--- config.mk ---
export PLATFORM = sky130hd
export DESIGN_NAME = uart_receiver
export DESIGN_NICKNAME = d
export VERILOG_FILES = /design/src/rtl/uart_receiver_pkg.sv /design/src/rtl/uart_rx_baud_counter.sv /design/src/rtl/uart_receiver.sv
export SDC_FILE = /design/constraint.sdc
export NUM_CORES = 1
export LEC_CHECK = 0
export BUFFER_PORTS_ARGS = -buffer_cell sky130_fd_sc_hd__buf_4
export CELL_PAD_IN_SITES_DETAIL_PLACEMENT = 1
export CELL_PAD_IN_SITES_GLOBAL_PLACEMENT = 1
export CORE_MARGIN = 1
export CORE_UTILIZATION = 28
export DETAILED_ROUTE_END_ITERATION = 8
export PLACE_DENSITY = 0.55
export SETUP_SLACK_MARGIN = 0.2
export SLEW_MARGIN = 15
export SYNTH_ARGS = -nofsm -noshare
export SYNTH_HDL_FRONTEND = slang
export SYNTH_HIERARCHICAL = 1
export SYNTH_SLANG_ARGS = --single-unit
--- constraint.sdc ---
create_clock -name clk -period 2.1 [get_ports clk]
set_input_delay 0.105 -clock clk [delete_from_list [all_inputs] [get_ports clk]]
set_output_delay 0.105 -clock clk [all_outputs]
set_load 0.005 [all_outputs]
--- src/rtl/uart_receiver_pkg.sv ---
// Shared types for the UART receive path.
// Holds the data aliases, FSM state enum and baud-counter sizing.
package uart_receiver_pkg;

    typedef logic       bit_t;
    typedef logic [7:0] uint8_t;

    typedef enum logic [2:0] {
        IDLE,
        START,
        DATA,
        PARITY,
        STOP
    } rx_state_t;

    // Bits needed to hold a count of 0..clks_per_bit-1.
    function automatic int baud_cnt_width(input int clks_per_bit);
        return $clog2(clks_per_bit);
    endfunction

endpackage

--- src/rtl/uart_rx_baud_counter.sv ---
// Down-counter pacing the receiver's bit sampling.
// Expiry is high whenever the count sits at zero.
module uart_rx_baud_counter
    import uart_receiver_pkg::*;
#(
    parameter  int CLKS_PER_BIT = 16,
    localparam int W            = baud_cnt_width(CLKS_PER_BIT)
) (
    input  logic         clk,
    input  logic         reset,
    input  logic         i_load,
    input  logic [W-1:0] i_load_val,
    output bit_t         o_expire
);

    logic [W-1:0] r_cnt;

    // Load on strobe, otherwise count down and park at zero.
    always_ff @(posedge clk) begin
        if (!reset) begin
            r_cnt <= '0;
        end else if (i_load) begin
            r_cnt <= i_load_val;
        end else if (r_cnt != '0) begin
            r_cnt <= r_cnt - 1'b1;
        end
    end

    assign o_expire = (r_cnt == '0);

endmodule

--- src/rtl/uart_receiver.sv ---
// UART receive stage: start, 8 data LSB first, parity, stop.
// Delivers each byte with a sticky flag plus error status.
module uart_receiver
    import uart_receiver_pkg::*;
#(
    parameter int CLKS_PER_BIT = 16,
    parameter int PARITY_ODD   = 0
) (
    input  logic   clk,
    input  logic   reset,
    input  logic   serial_input_rx,
    input  logic   clear_rx_flag,
    output uint8_t rx_data,
    output bit_t   rx_flag,
    output bit_t   parity_error,
    output bit_t   framing_error,
    output bit_t   overrun,
    output bit_t   busy
);

    localparam int W = baud_cnt_width(CLKS_PER_BIT);
    localparam logic [W-1:0] HALF = W'(CLKS_PER_BIT / 2 - 1);
    localparam logic [W-1:0] FULL = W'(CLKS_PER_BIT - 1);

    rx_state_t    r_state;
    rx_state_t    w_state_nxt;
    logic         r_sync1;
    logic         r_rx_s;
    logic         r_armed;
    logic [2:0]   r_idx;
    uint8_t       r_shift;
    logic         r_par_bit;
    uint8_t       r_data;
    logic         r_flag;
    logic         r_pe;
    logic         r_fe;
    logic         r_ovr;
    logic         w_expire;
    logic         w_load;
    logic [W-1:0] w_load_val;
    logic         w_sample;
    logic         w_latch_par;
    logic         w_write;
    logic         w_par_calc;

    uart_rx_baud_counter #(
        .CLKS_PER_BIT (CLKS_PER_BIT)
    ) u_baud (
        .clk        (clk),
        .reset      (reset),
        .i_load     (w_load),
        .i_load_val (w_load_val),
        .o_expire   (w_expire)
    );

    // Two-flop synchronizer; idles high so reset looks like a quiet line.
    always_ff @(posedge clk) begin
        if (!reset) begin
            r_sync1 <= 1'b1;
            r_rx_s  <= 1'b1;
        end else begin
            r_sync1 <= serial_input_rx;
            r_rx_s  <= r_sync1;
        end
    end

    // FSM state register.
    always_ff @(posedge clk) begin
        if (!reset) r_state <= IDLE;
        else        r_state <= w_state_nxt;
    end

    // Next state and per-cycle datapath strobes.
    always_comb begin
        w_state_nxt = r_state;
        w_load      = 1'b0;
        w_load_val  = '0;
        w_sample    = 1'b0;
        w_latch_par = 1'b0;
        w_write     = 1'b0;
        unique case (r_state)
            IDLE: begin
                if (r_armed && !r_rx_s) begin
                    w_state_nxt = START;
                    w_load      = 1'b1;
                    w_load_val  = HALF;
                end
            end
            START: begin
                if (w_expire) begin
                    if (r_rx_s) begin
                        w_state_nxt = IDLE;
                    end else begin
                        w_state_nxt = DATA;
                        w_load      = 1'b1;
                        w_load_val  = FULL;
                    end
                end
            end
            DATA: begin
                if (w_expire) begin
                    w_sample   = 1'b1;
                    w_load     = 1'b1;
                    w_load_val = FULL;
                    if (r_idx == 3'd7) w_state_nxt = PARITY;
                end
            end
            PARITY: begin
                if (w_expire) begin
                    w_latch_par = 1'b1;
                    w_load      = 1'b1;
                    w_load_val  = FULL;
                    w_state_nxt = STOP;
                end
            end
            STOP: begin
                if (w_expire) begin
                    w_write     = 1'b1;
                    w_state_nxt = IDLE;
                end
            end
            default: w_state_nxt = IDLE;
        endcase
    end

    assign w_par_calc = (PARITY_ODD != 0) ? ~^r_shift : ^r_shift;

    // Shift register, delivery registers, sticky flags and break re-arm.
    always_ff @(posedge clk) begin
        if (!reset) begin
            r_idx     <= 3'd0;
            r_shift   <= 8'h00;
            r_par_bit <= 1'b0;
            r_data    <= 8'h00;
            r_flag    <= 1'b0;
            r_pe      <= 1'b0;
            r_fe      <= 1'b0;
            r_ovr     <= 1'b0;
            r_armed   <= 1'b1;
        end else begin
            if (r_state == IDLE) r_idx <= 3'd0;
            else if (w_sample)   r_idx <= r_idx + 3'd1;
            if (w_sample)    r_shift[r_idx] <= r_rx_s;
            if (w_latch_par) r_par_bit      <= r_rx_s;
            if (w_write) begin
                r_data  <= r_shift;
                r_pe    <= (w_par_calc != r_par_bit);
                r_fe    <= !r_rx_s;
                r_ovr   <= r_flag;
                r_flag  <= 1'b1;
                r_armed <= r_rx_s;
            end else begin
                if (clear_rx_flag) begin
                    r_flag <= 1'b0;
                    r_ovr  <= 1'b0;
                end
                if (r_state == IDLE && !r_armed && r_rx_s) r_armed <= 1'b1;
            end
        end
    end

    assign rx_data       = r_data;
    assign rx_flag       = r_flag;
    assign parity_error  = r_pe;
    assign framing_error = r_fe;
    assign overrun       = r_ovr;
    assign busy          = (r_state inside {DATA, PARITY, STOP});

endmodule

# Word level (Yosys, flattened, before mapping)
# Cells that the tools add are included.
word_totals:
  reg_bits: 34
  inputBits: 4
op_classes:
  order_cmp: 2
  n_eq_ne: 12
  bitwise_logic: 1
  add_sub_neg: 2
  reduce_logical: 17
  mux: 31
op_table:
  columns: ["op", "count"]
  rows:
  - ["2-to-1 mux 3 bit", 7]
  - ["2-to-1 mux 4 bit", 5]
  - ["one-hot mux 3 bit (5 select lines)", 1]
  - ["2-to-1 mux 1 bit", 13]
  - ["one-hot mux 4 bit (3 select lines)", 1]
  - ["bitwise mux 8 bit", 1]
  - ["!= test 2 x 1 -> 1 bit, second input constant", 4]
  - ["XOR reduction 8 bit", 1]
  - ["== test 3 x 2 -> 1 bit, second input constant", 2]
  - ["== test 3 bit, second input constant", 2]
  - ["AND reduction 6 bit", 1]
  - ["nonzero test 2 bit", 3]
  - ["logical AND 1 bit", 4]
  - ["zero test 4 bit", 1]
  - ["less-than comparator 3 x 4 -> 1 bit, second input constant", 1]
  - ["!= test 2 bit, second input constant", 2]
  - ["nonzero test 4 bit", 1]
  - ["OR reduction 2 bit", 2]
  - ["subtractor 4 x 1 -> 4 bit, second input constant", 1]
  - ["adder 3 x 1 -> 3 bit, second input constant", 1]
  - ["demux 1 bit (select 3 bit)", 1]
  - ["== test 3 x 1 -> 1 bit, second input constant", 1]
  - [">= comparator 3 x 1 -> 1 bit, second input constant", 1]
  - ["zero test 3 bit", 1]
  - ["6 further kinds", 7]

# Longest topological paths before layout
depth:
  ltp_word: 5
  ltp_mapped: 9

# Modules after synthesis
# Netlist, hierarchy kept.
modules_own_cells:
  columns: ["module", "cells_each", "seq_area_each_um2", "instances", "area_per_inst_um2"]
  rows:
  - ["uart_receiver", 158, 600.6, 1, 1435.1]
  - ["uart_rx_baud_counter", 23, 80.1, 1, 230.2]

# Least setup slack after synthesis
# No wires, ideal clock.
synth_timing:
  path_type: "register -> register"
  startpoint: "reg u_baud.r_cnt[0]"
  endpoint: "reg u_baud.r_cnt[3]"
  arrival_ps: 1934
  required_time_ps: 1972
  n_path_buf: 1
  stages_incl_launch_ff: 10
  setup_ps: 128
  path_slack_ps: 38
  cell_sequence: "dfxtp_1 inv_1 ha_1 nor3b_4 buf_2 nand2_1 a21o_1 a21oi_1 nand2b_1 o31ai_1"
synth_via:
  elab_chain_cells: 4
  elab_cells_between_ends: 12
  classes_between: "add/sub: 1; mux: 8; reduce/logical: 3"
synth_lines:
  columns: ["element", "line_no", "rtl"]
  rows:
  - ["from (decl)", "uart_rx_baud_counter.sv:16", "logic [W-1:0] r_cnt;"]
  - ["from (signal assigned)", "uart_rx_baud_counter.sv:23", "r_cnt <= i_load_val;"]
  - ["from (signal assigned)", "uart_rx_baud_counter.sv:25", "r_cnt <= r_cnt - 1'b1;"]
  - ["zero test 4 bit *", "uart_rx_baud_counter.sv:29", "assign o_expire = (r_cnt == '0);"]
  - ["named net w_expire", "uart_receiver.sv:38", "logic w_expire;"]
  - ["2-to-1 mux 1 bit (on tied branches)", "uart_receiver.sv:101, uart_receiver.sv:109, uart_receiver.sv:90", null]
  - ["one-hot mux 1 bit (3 select lines) *", "uart_receiver.sv:81", "unique case (r_state)"]
  - ["named net w_load", "uart_receiver.sv:39", "logic w_load;"]
  - ["2-to-1 mux 4 bit or nonzero test 2 bit (tied branches)", null, null]
# The timed path passes the listed nets; every way through them passes the cells marked *. The select of a mux whose other input is x is not followed.
# A chain may end at the register's enable or synchronous reset.

# Worst setup path after layout
layout_timing:
  startpoint: "reg u_baud.r_cnt[1]"
  endpoint: "reg u_baud.r_cnt[0]"
# The elaborated chain is that of the path after synthesis.

==> results.cfg <==
[status]
status = finished, final reports clean

[global_routing]
grt_max_degree = 35
grt_pass1_vias = 1317
antenna_found_initial = 0
grt_pass1_wl_um = 6470
grt-ovfl-total = 0
track_usage = 0.135

[cells_and_area]
multi_input_area_um2 = 950
drive_gt1_frac = 0.246
fin_cells = 275
seqCellArea_um2 = 682
nNetsFinal = 209
design_area_um2 = 2010
final_util = 0.358
antennaDiodeCount = 0
fillers = 681
area_delta_synth_final_pct = 20.4

[power]
combPwrFrac = 0.268
switchingPower_w = 0.000498
switching_share = 0.296
peakVddDrop_v = 0.000347
clockPowerShare = 0.302
intPower_w = 0.00119
leakagePower_nw = 0.775
pwr-share-seq = 0.430
power.density_nw_per_um2 = 840

[clock_network]
insertion_delay_ns = 0.28
cts.sink_count = 34
clk_pin_slew_ns = 0.08
clock_path_buffers = 2
htree_levels = 2
cts_tree = built
hold_buffers = 0
cts-root-buf = clkbuf_8
cts_buffers = 5

[place]
io_buffers = 16
place_area_um2 = 1860
dp_hpwl_um = 2690
finalWeightedCongestion = 0.798
pre_cts_slack_ns = 0.141
dp.cells = 263

[floorplanning]
fp-row-count = 27
dieArea_um2 = 6260
design.core.area_um2 = 5610
boundaryPins = 17
die_width_um = 79.1
start_util = 0.297
die_y_um = 79.1

[worst_setup_path]
critPathKind = flop to flop
worstPathArrival_ns = 2.03
worst-r2r-setup-slack_ns = 0.25
path_cells = inv_1, ha_2, nor3b_4, nand2_1, a21o_1, a21oi_4, nand2b_4, o21ai_1
cp_slowest_cell = dfxtp_1
r2r_cells = 8
path_delay_family = simple AND/OR/NAND/NOR gates
crit_required_ns = 2.27
timing.rr.end = u_baud/r_cnt[0]$_SDFFE_PN0P_
crit_buf_inv = 1
r2r-start = u_baud/r_cnt[1]$_SDFFE_PN0P_
startpoint = u_baud/r_cnt[1]$_SDFFE_PN0P_
start_kind = flop
critical_path.max_fanout = 5
end_kind = flop
crit_path_max_incr_delay_ns = 0.33

[sta]
drv_slew = 0
relSlewSlack = 0.631
fin_crit_sh = 0.882
hold_viol = 0
rsz0062_at_grt = no
max_slew.worst_pin.slew_ns = 0.552
fin_crit_ns = 1.85
timing.final.ws_setup_ns = 0.247
fin_tns_setup_ns = 0
fin_worst_skew_ns = 0.00777
clock.fmax_mhz = 540
setup_viol = 0

[synthesis]
syn-num-nets = 188
yosysSeqAreaShare = 0.409
synth_commonest_cells = dfxtp_1, nand2_1, a21boi_0
ys_warn_count = 6
syn_area_um2 = 1670
synth_area_leader_cell = dfxtp_1
synth_edf_count = 0
synth-seq-cells = 34
yosysMostFrequentCell = dfxtp_1
syn_inst = 181
yosys-top-cells-area = dfxtp_1, nand2_1, a21boi_0, mux2i_1, nor2b_1
syn_avg_cell_area_um2 = 9.20
ys.flop_type = dfxtp_1
synth_cell_types = 43
synthArstFlopShare = 0
yosysTopAreaCellShare = 0.409

[route]
viasPerCell = 4.83
route.detailed.drc = 0
ant_nets = 0
wl_met3_um = 123
wl_met2_um = 2020
wire_per_inst_um = 14.6
vias = 1327
drtIter0Drc = 78
top_layer = met4
first_pass_iters = 4
met1Wirelength_um = 1840
drt-total-wl_um = 4010

[flow_run]
cap_violations = 0

[hold_path]
hp-start = serial_input_rx
holdPathStages = 2
min_to = r_sync1$_SDFF_PN1_
hp-class = input port to flop
-- power by group through the flow --
| stage | sequential, W | combinational (W) | clock [W] |
|---|---|---|---|
| floorplan | 0.000721 | 0.000301 | 0 |
| global placement | 0.000729 | 0.000350 | 0 |
| detailed placement | 0.000732 | 0.000373 | 0 |
| CTS | 0.000717 | 0.000399 | 0.000523 |
| global route | 0.000731 | 0.000485 | 0.000557 |
| finish | 0.000724 | 0.000451 | 0.000509 |
-- how the worst max path moves through the flow --
stage	cells past startpoint	slack (ns)	end
after floorplan	9	0.20	u_baud/r_cnt[3]$_SDFFE_PN0P_
after global placement	8	0.19	r_shift[6]$_SDFFE_PN0P_
after detailed placement	8	0.14	r_shift[6]$_SDFFE_PN0P_
after CTS	8	0.22	r_shift[6]$_SDFFE_PN0P_
after global routing	8	0.17	u_baud/r_cnt[0]$_SDFFE_PN0P_
final	8	0.25	u_baud/r_cnt[0]$_SDFFE_PN0P_
-- timing repair --
| action | in CTS | in global routing |
|---|---|---|
| setup buffers | 1 | 1 |
| pin swaps | 0 | 2 |
| gates cloned | 0 | 2 |
| setup endpoints to repair | 9 | 12 |
| gates resized for setup | 0 | 8 |
-- cell usage in the layout, fill, tap and decap left out, types with 2 or more instances in the layout --
cell and count:
buf_4 21, nor2_1 6, inv_2 2, nor2b_1 9
nor3_1 2, xnor2_1 6, a21oi_1 6, o31ai_1 2
dfxtp_1 33, o21ai_0 3, xor2_1 2, nor3b_1 4
nand3_2 2, inv_1 2, mux2i_1 8, nand2b_1 4
and3_1 2, ha_1 2, clkbuf_8 6, nand2_1 30
nand3_1 10, a21boi_0 12
-- state kept, by name, indices dropped and copies added, names as in the netlist --
name           count
r_sync1            1
r_armed            1
r_state            3
u_baud/r_cnt       4
rx_data            8
parity_error       1
framing_error      1
r_par_bit          1
r_rx_s             1
overrun            1
r_idx              3
rx_flag            1
r_shift            8
-- logic make-up after synthesis --
group                    synth area share
AND/OR/NAND/NOR                     0.286
AO/OA/AOI/OAI                       0.127
multiplexers                       0.0548
adder cells (fa/ha/maj)            0.0225
flip-flops                          0.409
buffers and inverters              0.0451
XOR/XNOR                           0.0556
-- layout make-up --
| class | count | area share |
|---|---|---|
| Clock buffer | 6 | 0.0412 |
| Clock inverter | 2 | 0.00624 |
| Inverter | 4 | 0.00749 |
| Multi-Input combinational cell | 134 | 0.473 |
| Sequential cell | 34 | 0.340 |
| Tap cell | 72 | 0.0449 |
| Timing Repair Buffer | 23 | 0.0867 |
-- through the flow --
stage          hold WS [ns]  power, W
2_1_floorplan         0.206   0.00102
3_3_place_gp          0.296   0.00108
3_5_place_dp          0.314   0.00111
4_1_cts              0.0163   0.00164
5_1_grt              0.0294   0.00177
6_report             0.0205   0.00168
-- routing by layer --
layer / global-route usage / vias to the layer above
li1: - / 661
met1: 0.169 / 649
met2: 0.225 / 15
met3: 0.0322 / 2
met4: 0.0436 / 0
met5: 0 / -
No activity file was read; power rests on OpenSTA's default activity.
